## config.mk

```make
export PLATFORM = sky130hd
export DESIGN_NAME = ddr_rd_arbiter
export DESIGN_NICKNAME = d
export VERILOG_FILES = /design/src/rtl/ddr_rd_arbiter.sv
export SDC_FILE = /design/constraint.sdc
export NUM_CORES = 1
export LEC_CHECK = 0
export CAP_MARGIN = 20
export CORE_AREA = 2 2 154 156
export DETAILED_ROUTE_END_ITERATION = 8
export DIE_AREA = 0 0 156 158
export MAX_ROUTING_LAYER = met4
export PLACE_DENSITY = 0.5
export RECOVER_POWER = 100
export SLEW_MARGIN = 20
export SYNTH_ARGS = -nofsm -noshare
export SYNTH_HDL_FRONTEND = slang
export SYNTH_SLANG_ARGS = --single-unit
```

## constraint.sdc

```tcl
create_clock -name clk -period 4.73 [get_ports clk]
set_input_delay 0.7095 -clock clk [delete_from_list [all_inputs] [get_ports clk]]
set_output_delay 0.7095 -clock clk [all_outputs]
set_load 0.01 [all_outputs]
```

## src/rtl/ddr_rd_arbiter.sv

```systemverilog
// Two-master AXI4 read-channel arbiter in front of the DDR port: round-robin AR
// arbitration, master index tagged into the slave ID MSB, in-order R routing.
module ddr_rd_arbiter #(
  parameter int ADDR_W    = 32,
  parameter int DATA_W    = 64,
  parameter int ID_W      = 6,
  parameter int MAX_OUTST = 4
) (
  input  logic                           clk,
  input  logic                           rstn,
  input  logic [ID_W+ADDR_W+12:0]        m0_ar,
  input  logic                           m0_arvalid,
  output logic                           m0_arready,
  output logic [ID_W+DATA_W+2:0]         m0_r,
  output logic                           m0_rvalid,
  input  logic                           m0_rready,
  input  logic [ID_W+ADDR_W+12:0]        m1_ar,
  input  logic                           m1_arvalid,
  output logic                           m1_arready,
  output logic [ID_W+DATA_W+2:0]         m1_r,
  output logic                           m1_rvalid,
  input  logic                           m1_rready,
  output logic [ID_W+ADDR_W+13:0]        s_ar,
  output logic                           s_arvalid,
  input  logic                           s_arready,
  input  logic [ID_W+DATA_W+3:0]         s_r,
  input  logic                           s_rvalid,
  output logic                           s_rready,
  output logic [$clog2(MAX_OUTST):0]     o_outst,
  output logic                           o_err
);

  localparam int AR_W  = ID_W + ADDR_W + 13;
  localparam int PTR_W = $clog2(MAX_OUTST);
  localparam int CNT_W = PTR_W + 1;

  logic                  rr_ptr;
  logic [MAX_OUTST-1:0]  order_q;
  logic [PTR_W-1:0]      wr_ptr;
  logic [PTR_W-1:0]      rd_ptr;

  logic                  slot_free;
  logic                  grant;
  logic                  winner;
  logic [AR_W-1:0]       win_ar;
  logic                  head;
  logic                  nonempty;
  logic                  r_hs;
  logic                  r_pop;
  logic                  err_set;

  always_comb begin
    slot_free  = 1'b0;
    grant      = 1'b0;
    winner     = 1'b0;
    win_ar     = '0;
    m0_arready = 1'b0;
    m1_arready = 1'b0;
    nonempty   = 1'b0;
    head       = 1'b0;
    m0_rvalid  = 1'b0;
    m1_rvalid  = 1'b0;
    s_rready   = 1'b0;
    r_hs       = 1'b0;
    r_pop      = 1'b0;
    err_set    = 1'b0;

    slot_free  = !s_arvalid || s_arready;
    // rstn gating keeps arready low while reset is held, not just after release
    grant      = rstn && slot_free && (o_outst < CNT_W'(MAX_OUTST))
                 && (m0_arvalid || m1_arvalid);
    winner     = (m0_arvalid && m1_arvalid) ? rr_ptr : m1_arvalid;
    win_ar     = winner ? m1_ar : m0_ar;
    m0_arready = grant && !winner;
    m1_arready = grant && winner;

    // The order FIFO holds exactly one entry per in-flight burst, so its
    // occupancy is the outstanding count itself.
    nonempty   = (o_outst != '0);
    head       = order_q[rd_ptr];
    m0_rvalid  = s_rvalid && nonempty && !head;
    m1_rvalid  = s_rvalid && nonempty && head;
    s_rready   = nonempty && (head ? m1_rready : m0_rready);
    r_hs       = s_rvalid && s_rready;
    r_pop      = r_hs && s_r[0];
    err_set    = (s_rvalid && !nonempty)
                 || (r_hs && (s_r[ID_W+DATA_W+3] != head));
  end

  assign m0_r = s_r[ID_W+DATA_W+2:0];
  assign m1_r = s_r[ID_W+DATA_W+2:0];

  always_ff @(posedge clk or negedge rstn) begin
    if (!rstn) begin
      s_ar      <= '0;
      s_arvalid <= 1'b0;
      rr_ptr    <= 1'b0;
      order_q   <= '0;
      wr_ptr    <= '0;
      rd_ptr    <= '0;
      o_outst   <= '0;
      o_err     <= 1'b0;
    end else begin
      if (grant) begin
        s_ar            <= {winner, win_ar};
        s_arvalid       <= 1'b1;
        rr_ptr          <= !winner;
        order_q[wr_ptr] <= winner;
        wr_ptr          <= wr_ptr + PTR_W'(1);
      end else if (s_arready) begin
        s_arvalid <= 1'b0;
      end

      if (r_pop) begin
        rd_ptr <= rd_ptr + PTR_W'(1);
      end

      case ({grant, r_pop})
        2'b10:   o_outst <= o_outst + CNT_W'(1);
        2'b01:   o_outst <= o_outst - CNT_W'(1);
        default: o_outst <= o_outst;
      endcase

      if (err_set) begin
        o_err <= 1'b1;
      end
    end
  end

endmodule

```

# Word level (Yosys, flattened, before mapping)
# Cells that the tools add are included.
dict set report totals {
  regBits 66
  latch_bits 0
  ram_bits 0
  mem_bits_ro 0
  inputBits 184
  output_inout_bits 208
  word_cells 55
  memories 0
}
dict set report op_classes {
  add_sub_neg 4
  multipliers 0
  div_mod_pow 0
  order_cmp 4
  eq_ne 3
  shift 0
  mux 11
  n_bitwise 0
  n_reduce_logical 25
}
# cell count
set ops {}
lappend ops {{$mux 51} 1}
lappend ops {{$logic_and 1x1->1} 15}
lappend ops {{$lt 2x3->1 const B} 2}
lappend ops {{$mux 1} 6}
lappend ops {{$pmux 3 s2} 1}
lappend ops {{$add 2x1->2 const B} 2}
lappend ops {{$bwmux 4} 1}
lappend ops {{$logic_not 1->1} 4}
lappend ops {{$reduce_bool 2->1} 2}
lappend ops {{$add 3x1->3 const B} 1}
lappend ops {{$logic_or 1x1->1} 3}
lappend ops {{$lt 3x3->1 const B} 1}
lappend ops {{$reduce_bool 3->1} 1}
lappend ops {{$sub 3x1->3 const B} 1}
lappend ops {{$bmux 1 s2} 1}
lappend ops {{$demux 1 s2} 1}
lappend ops {{$eq 2x1->1 const B} 1}
lappend ops {{$eq 2x2->1 const B} 1}
lappend ops {{$ge 2x1->1 const B} 1}
lappend ops {{$ne 1x1->1} 1}

# Longest topological paths before layout
# Gate-level depths: netlist of the first run.
dict set report depth {
  depth_word 8
  mapped_depth 10
  depth_no_buf 10
}

# Worst setup path after synthesis of the first run
# No wires, ideal clock.
dict set report synth_path {
  path_kind {input to register}
  from {input s_arready}
  to {register o_outst[2]}
  t_arrival_ns 2.206
  setup_slack_ns 2.444
  path_stages 10
  cell_sequence {nand2b_1 -> o2111a_1 -> buf_2 -> inv_1 -> ha_1 -> inv_1 -> fa_1 -> xor2_1 -> nor2_1 -> xnor2_1}
}
dict set report synth_between {
  elab_chain_len 6
  word_cells_on_any_way 8
  classes_between {eq/ne: 2; mux: 1; reduce/logical: 5}
}
# element line_no
set synth_rtl {}
lappend synth_rtl {{start: declaration} 25} ;# input logic s_arready,
lappend synth_rtl {{$logic_or 1x1->1 (*)} 68} ;# slot_free = !s_arvalid || s_arready;
lappend synth_rtl {{$logic_and 1x1->1 (*) (2 in series)} 70} ;# grant = rstn && slot_free && (o_outst < CNT_W'(MAX_OUTST))
lappend synth_rtl {{$logic_and 1x1->1 (*)} 71} ;# && (m0_arvalid || m1_arvalid);
lappend synth_rtl {{$eq 2x1->1 / $eq 2x2->1 (equally long branches)} 118} ;# case ({grant, r_pop})
lappend synth_rtl {{$pmux 3 s2 / $reduce_bool 2->1 (equally long branches)} n/a}
lappend synth_rtl {{end signal: assignment} 119} ;# 2'b10: o_outst <= o_outst + CNT_W'(1);
lappend synth_rtl {{end signal: assignment} 120} ;# 2'b01: o_outst <= o_outst - CNT_W'(1);
lappend synth_rtl {{end signal: assignment} 121} ;# default: o_outst <= o_outst;
lappend synth_rtl {{end: declaration} 29} ;# output logic [$clog2(MAX_OUTST):0] o_outst,
# Mark *: on every way between the ends. The rest lies on a longest branch, timed or not.
# A chain may end at the register's enable or synchronous reset.

# Worst setup path in the final report of the first run
dict set report layout_path {
  from {input m1_arvalid}
  to {output m1_arready}
}
dict set report layout_between {
  elab_chain_len 3
  word_cells_on_any_way 5
  classes_between {mux: 1; reduce/logical: 4}
}
# element line_no
set layout_rtl {}
lappend layout_rtl {{start: declaration} 18} ;# input logic m1_arvalid,
lappend layout_rtl {{$logic_and 1x1->1 / $logic_or 1x1->1 (equally long branches)} {72, 71}}
lappend layout_rtl {{$mux 1 / $logic_and 1x1->1 (equally long branches)} {72, 71}}
lappend layout_rtl {{$logic_and 1x1->1 (*)} 75} ;# m1_arready = grant && winner;
lappend layout_rtl {{end: declaration} 19} ;# output logic m1_arready,
# Marks and branches as above.

==> results of run 1 <==
## worst reg2reg max path, cell delays in order (launching register included)
cell,delay [ns]
dfrtp_1,0.41
inv_1,0.12
o2111a_4,0.46
clkbuf_2,1.10
nand2_1,0.17
mux2_2,0.31
## flip-flops by register name, indices dropped and copies added, names as in the netlist
name / cells
o_err: 1
o_outst: 3
order_q: 4
rd_ptr: 2
rr_ptr: 1
s_ar: 52
s_arvalid: 1
wr_ptr: 2
## cells by family (layout without fill, tap and decap cells)
logic type | Yosys count | count (layout)
adders and majority gates | 6 | 6
AOI/OAI and AO/OA | 62 | 62
DFF | 66 | 66
buffers and inverters | 179 | 204
muxes | 11 | 11
xor gates and xnor gates | 5 | 5
and+or+nand+nor | 180 | 180
## metrics by stage
step / cell area, sq um / util, %
global route: 5510 / 23.9
finish: 5510 / 23.9
CTS: 5540 / 24.0
detailed placement: 5210 / 22.6
floorplan: 4250 / -
global placement: 5210 / 22.6
## layout make-up
cell class,count,area [sq um]
fill,2526,17500
timing repair buffer,179,1770
sequential,66,1650
multi-input combinational,264,1360
tap,290,363
clock buffer,10,239
clock inverter,6,88.8
inverter,9,33.8
## placed cells by master (no fill, tap or decap), drive strengths merged, types with 2 or more instances in the layout
cell           synthesis  routed
mux2i                  5       5
mux2                   6       6
clkbuf                 6      12
clkdlybuf4s50          0     109
xor2                   2       2
bufinv                 0       2
xnor2                  3       3
nor2                  61      61
dfrtp                 66      66
nand2                110     110
buf                  164       3
nor3b                  2       2
inv                    9      10
a31oi                 52      52
ha                     5       5
clkinvlp               0       2
o21ai                  3       3
a21oi                  2       2
dlygate4sd3            0      65
## worst max path at each step
| stage | from | cells past startpoint | endpoint | slack, ns |
|---|---|---|---|---|
| floorplan | s_arready | 10 | o_outst[2] | 2.44 |
| global placement | m1_arvalid | 5 | m1_arready | 1.28 |
| detailed placement | m1_arvalid | 5 | m1_arready | 1.22 |
| CTS | m1_arvalid | 5 | m1_arready | 1.22 |
| global route | m1_arvalid | 5 | m1_arready | 0.96 |
| finish | m1_arvalid | 5 | m1_arready | 1.13 |
## Yosys cell counts, types with 2 or more instances
cell type and number:
inv_1 9, buf_2 18, a21oi_1 2, xnor2_1 3, a31oi_1 52, nor2_1 61, xor2_1 2, mux2_2 5
ha_1 5, nand2_1 110, dfrtp_1 66, clkbuf_1 6, buf_4 146, mux2i_1 4, o21ai_0 2
## layer usage
layer  vias up  part of all wire [%]
met4         0                   5.0
li1       1544                     -
met2       213                    47
met1      1426                    36
met5         -                     0
met3        60                    12
## report_power, final
group | internal, mW | switching, mW | total (mW)
clock network | 0.477 | 0.266 | 0.742
registers | 0.848 | 0.165 | 1.01
logic | 0.683 | 0.635 | 1.32
==> flow_metrics.py, run 1 <==
metrics = {
    "timing": {
        "fin_tns_setup_ns": 0,
        "period_minus_slack_ns": 3.60,
        "tightestPinTransition_ns": 2.16,
        "layout_worst_path_cycle_share_pct": 76.1,
        "slew-limit-headroom_pct": -44.1,
        "fmax_mhz": 278,
        "hold_viol_final": 0,
        "whs_ns": 0.299,
        "layout_setup_ws_ns": 1.13,
        "rsz0062_at_grt": "false",
        "finalSetupViolations": 0,
        "slew_viol_final": 39,
        "skew_ns": 0.0100,
    },
    "critical_path": {
        "start_kind": "input port",
        "slowest_delay_ns": 0.63,
        "cp_num_buf_inv": 3,
        "path_cells": "dlygate4sd3_1, o2111a_4, inv_1, nor2_1, dlygate4sd3_1",
        "ff2ff_setup_slack_ns": 2.04,
        "crit_path_top_delay_cell": "dlygate4sd3_1",
        "path_class": "in -> out",
        "reg2regPathDepth": 5,
        "cpMostUsedCell": "dlygate4sd3_1",
        "crit_required_ns": 4.02,
        "crit_path_end_kind": "primary output",
        "r2r-end": "order_q[1]",
        "crit_path_max_fanout": 36,
        "worstReg2RegStart": "o_outst[2]",
        "critical-path-top-delay-family": "buffers and inverters",
        "cp_data_arrival_time_ns": 2.89,
    },
    "floorplan": {
        "pin_count": 392,
        "die_w_um": 156,
        "coreArea_sq_um": 23100,
        "die_height_um": 158,
        "fp-row-count": 56,
        "die_area_sq_um": 24600,
        "start_util_pct": 18.4,
    },
    "yosys": {
        "async_flop_share_pct": 100,
        "syn_nets": 699,
        "synth_top_area_cell": "dfrtp_1",
        "synthesis.area_sq_um": 4250,
        "ys_types": 33,
        "muxShareOfSynthArea_pct": 2.95,
        "yosys_warnings": 0,
        "synthAdderAreaFrac_pct": 1.94,
        "synth_xor_xnor_area_share_pct": 1.03,
        "yosys-top-cells-area": "dfrtp_1, buf_4, nand2_1",
        "synth_top_family_by_area": "buffers and inverters",
        "yosysTopAreaCellShare_pct": 38.9,
        "seq_area_frac_synth_pct": 38.9,
        "yosys_most_used_dff": "dfrtp_1",
        "synth_compound_area_share_pct": 9.37,
        "synth_cells": 509,
        "avgSynthCellArea_sq_um": 8.35,
        "synth_edf_count": 0,
        "yosys.area_share.simple_pct": 16.6,
        "ys_seq_elements": 66,
    },
    "power_and_ir_drop": {
        "total_power_mw": 3.07,
        "power_leakage_nw": 2.22,
        "powerDensity_nw_per_um2": 558,
        "max-vdd-ir-drop_uv": 147,
    },
    "routing": {
        "drt_iter0_markers": 167,
        "wl_um": 13400,
        "vias": 3243,
        "drt-wirelength-per-cell_um": 16.3,
        "viasPerCell": 3.94,
        "drc": 0,
        "ant_nets": 0,
        "first_pass_iters": 4,
    },
    "finish": {
        "fin_nets": 719,
        "antenna_cells": 0,
        "area_growth_pct": 29.6,
        "drive_gt1_share_pct": 5.06,
        "final_cells": 824,
    },
    "cts": {
        "cts.sinks": 66,
        "cts_made_buffers": 9,
        "cts_tree": "done",
        "cts_hold_buf": 0,
        "cts_setup_buffers": 0,
        "clockBufferDepth": 2,
        "htreeDepth": 3,
        "clock_latency_ns": 0.34,
        "cts_resized": 0,
        "clkTransAtPathRegs_ns": 0.06,
        "cts_root_buf": "clkbuf_16",
    },
    "place": {
        "routabilityCongestion": 0.757,
        "dp_cells": 808,
        "dp_hpwl_um": 10200,
        "io_buffers": 175,
        "dp_worst_setup_slack_ns": 1.22,
    },
    "global_route": {
        "grt_use_total_pct": 10.8,
        "antenna_found_initial": 0,
        "use_met2_pct": 16.3,
        "grt_pass1_wl_um": 19200,
        "met1_usage_pct": 11.5,
        "met3_usage_pct": 4.95,
        "grt-busiest-layer": "met2",
        "grt_pass1_vias": 3081,
        "grt_max_degree": 76,
        "grt_overflow_total": 0,
    },
    "hold_path": {
        "hp-class": "in -> async",
    },
    "flow_run": {
        "drv_cap": 1,
    },
    "run_status": {
        "status": "complete, but fails checks",
        "violations": "capacitance limit, slew limit",
    },
}
Power figures use the tool's default switching activity.
==> run 2: changes to the inputs <==
- CORE_AREA: 2 2 154 156 -> 2 2 152 154
- DIE_AREA: 0 0 156 158 -> 0 0 154 156
- PLACE_DENSITY: 0.5 -> 0.51
- clock period: 4.73 -> 3.45 ns (I/O delays scaled with it)
==> run 2 against run 1 <==
The run still ends with capacitance limit, slew limit left. Critical path depth stayed put. Critical endpoint is now s_rready. First-iteration DRC count is 25% lower. Cell count shrank 0.49%. Via count grew 1.1%. Largest cell class unchanged. Count of clock-buffer cells in the layout stayed put. Routed wire length is 6.0% higher. Clock skew down 0.0028 ns. Sequential share of layout area down 0.061 points. Sequential power rose by 37%. Register-to-register slack lost 1.0 ns. Sequential cell count unchanged.
==> flow_metrics.py, run 2 (same netlist as run 1, synthesis figures left out) <==
metrics = {
    "run_status": {
        "status": "complete, but fails checks",
        "violations": "capacitance limit, slew limit",
    },
    "routing": {
        "ant_nets": 0,
        "vias": 3279,
        "wl_um": 14200,
        "drc": 0,
        "drt_iter0_markers": 125,
        "drt-wirelength-per-cell_um": 17.3,
        "first_pass_iters": 4,
        "viasPerCell": 4.00,
    },
    "cts": {
        "cts_hold_buf": 0,
        "cts_setup_buffers": 0,
        "htreeDepth": 3,
        "cts_resized": 0,
        "clkTransAtPathRegs_ns": 0.06,
        "clock_latency_ns": 0.33,
        "cts_made_buffers": 9,
        "clockBufferDepth": 2,
        "cts.sinks": 66,
        "cts_tree": "done",
        "cts_root_buf": "clkbuf_16",
    },
    "critical_path": {
        "slowest_delay_ns": 0.61,
        "reg2regPathDepth": 10,
        "crit_required_ns": 2.93,
        "r2r-end": "o_outst[2]",
        "cp_data_arrival_time_ns": 2.38,
        "path_class": "reg -> out",
        "cpMostUsedCell": "mux2i_1",
        "path_cells": "mux2i_1, mux2_1, mux2i_1, nor2_1, dlygate4sd3_1",
        "crit_path_end_kind": "primary output",
        "crit_path_max_fanout": 4,
        "worstReg2RegStart": "rd_ptr[1]",
        "crit_path_top_delay_cell": "dlygate4sd3_1",
        "start_kind": "flip-flop",
        "ff2ff_setup_slack_ns": 1.01,
    },
    "timing": {
        "rsz0062_at_grt": "false",
        "layout_worst_path_cycle_share_pct": 84.1,
        "finalSetupViolations": 0,
        "fmax_mhz": 345,
        "slew_viol_final": 36,
        "slew-limit-headroom_pct": -38.2,
        "hold_viol_final": 0,
        "period_minus_slack_ns": 2.90,
        "tightestPinTransition_ns": 2.07,
        "fin_tns_setup_ns": 0,
        "skew_ns": 0.00725,
    },
    "power_and_ir_drop": {
        "power.share.sequential_pct": 32.6,
        "power.switching_mw": 1.49,
        "combinationalPowerShare_pct": 43.1,
        "clkPwrFrac_pct": 24.2,
        "power_leakage_nw": 2.23,
        "intPower_mw": 2.75,
        "max-vdd-ir-drop_uv": 208,
        "powerDensity_nw_per_um2": 768,
        "total_power_mw": 4.24,
        "power_switching_share_pct": 35.1,
    },
    "global_route": {
        "use_met2_pct": 19.3,
        "grt_max_degree": 110,
        "grt_overflow_total": 0,
        "grt_pass1_vias": 3291,
        "grt_pass1_wl_um": 20400,
        "grt-busiest-layer": "met2",
        "met3_usage_pct": 7.00,
        "grt_use_total_pct": 11.8,
        "antenna_found_initial": 0,
        "met1_usage_pct": 12.0,
    },
    "finish": {
        "nFillCells": 2455,
        "ff_latch_area_sq_um": 1650,
        "fin_nets": 720,
        "antenna_cells": 0,
        "area_growth_pct": 29.9,
        "drive_gt1_share_pct": 5.05,
        "final_common_cell": "nand2_1",
        "fin_util_pct": 24.7,
        "top_regs": "s_ar: 52 flops, order_q: 4 flops, o_outst: 3 flops",
        "multi_input_area_sq_um": 1370,
        "largest_reg_flops": 52,
        "top_register": "s_ar",
        "most-common-layout-cells": "nand2_1, clkdlybuf4s50_1, dfrtp_1",
    },
    "hold_path": {
        "min_path_cells": 1,
        "hold_start": "s_ar[51]",
        "hp-class": "reg -> reg",
        "holdPathEnd": "s_ar[51]",
    },
    "floorplan": {
        "die_area_sq_um": 24000,
        "start_util_pct": 19.0,
        "pin_count": 392,
        "die_w_um": 154,
        "fp-row-count": 55,
        "coreArea_sq_um": 22400,
        "die_height_um": 156,
    },
    "place": {
        "io_buffers": 175,
        "routabilityCongestion": 0.740,
        "dp_hpwl_um": 10600,
    },
    "flow_run": {
        "drv_cap": 1,
    },
}
run 2: area by class of cell:
cell class	count	area share [%]
well taps	285	6.46
clock buffers	10	4.33
flip-flops and latches	66	29.9
multi-input cells	264	24.8
repair buffers	180	32.2
inverters	9	0.612
clock inverters	6	1.61
run 2: worst max path at each step:
stage               startpoint          to  slack (ns)  cells after the start
finish               rd_ptr[1]    s_rready        0.55                      5
global route         rd_ptr[1]    s_rready        0.38                      5
CTS                  rd_ptr[1]    s_rready        0.71                      5
detailed placement  m1_arvalid  order_q[3]        0.66                      5
global placement    m1_arvalid  order_q[3]        0.70                      5
floorplan            rd_ptr[1]  o_outst[2]        1.32                     10
run 2: layer usage:
| metal | wire, um | vias up |
|---|---|---|
| li1 | - | 1546 |
| met1 | 5330 | 1459 |
| met2 | 6800 | 233 |
| met3 | 1770 | 41 |
| met4 | 306 | 0 |
| met5 | 0 | - |
run 2: critical path: cells and delay by family (launching register included):
kind	cells	cell delay [ns]
mux	3	0.93
flops	1	0.43
simple gates	1	0.07
buf+inv	1	0.61
run 2: stage by stage:
| step | setup slack (ns) | area [sq um] | cells | hold slack (ns) |
|---|---|---|---|---|
| CTS | 0.710 | 5540 | 820 | 0.291 |
| global placement | 0.704 | 5210 | 804 | 0.467 |
| global route | 0.385 | 5520 | 820 | 0.491 |
| detailed placement | 0.662 | 5210 | 804 | 0.468 |
| finish | 0.548 | 5520 | 820 | 0.473 |
| floorplan | 1.32 | 4250 | 509 | 0.222 |
run 2: power groups by stage:
stage	registers [mW]	clock network [mW]	logic (mW)
4_1_cts	1.41	1.08	2.02
2_1_floorplan	1.54	0	0.958
3_3_place_gp	1.41	0	2.00
5_1_grt	1.45	1.11	2.02
3_5_place_dp	1.42	0	2.01
6_report	1.38	1.03	1.83
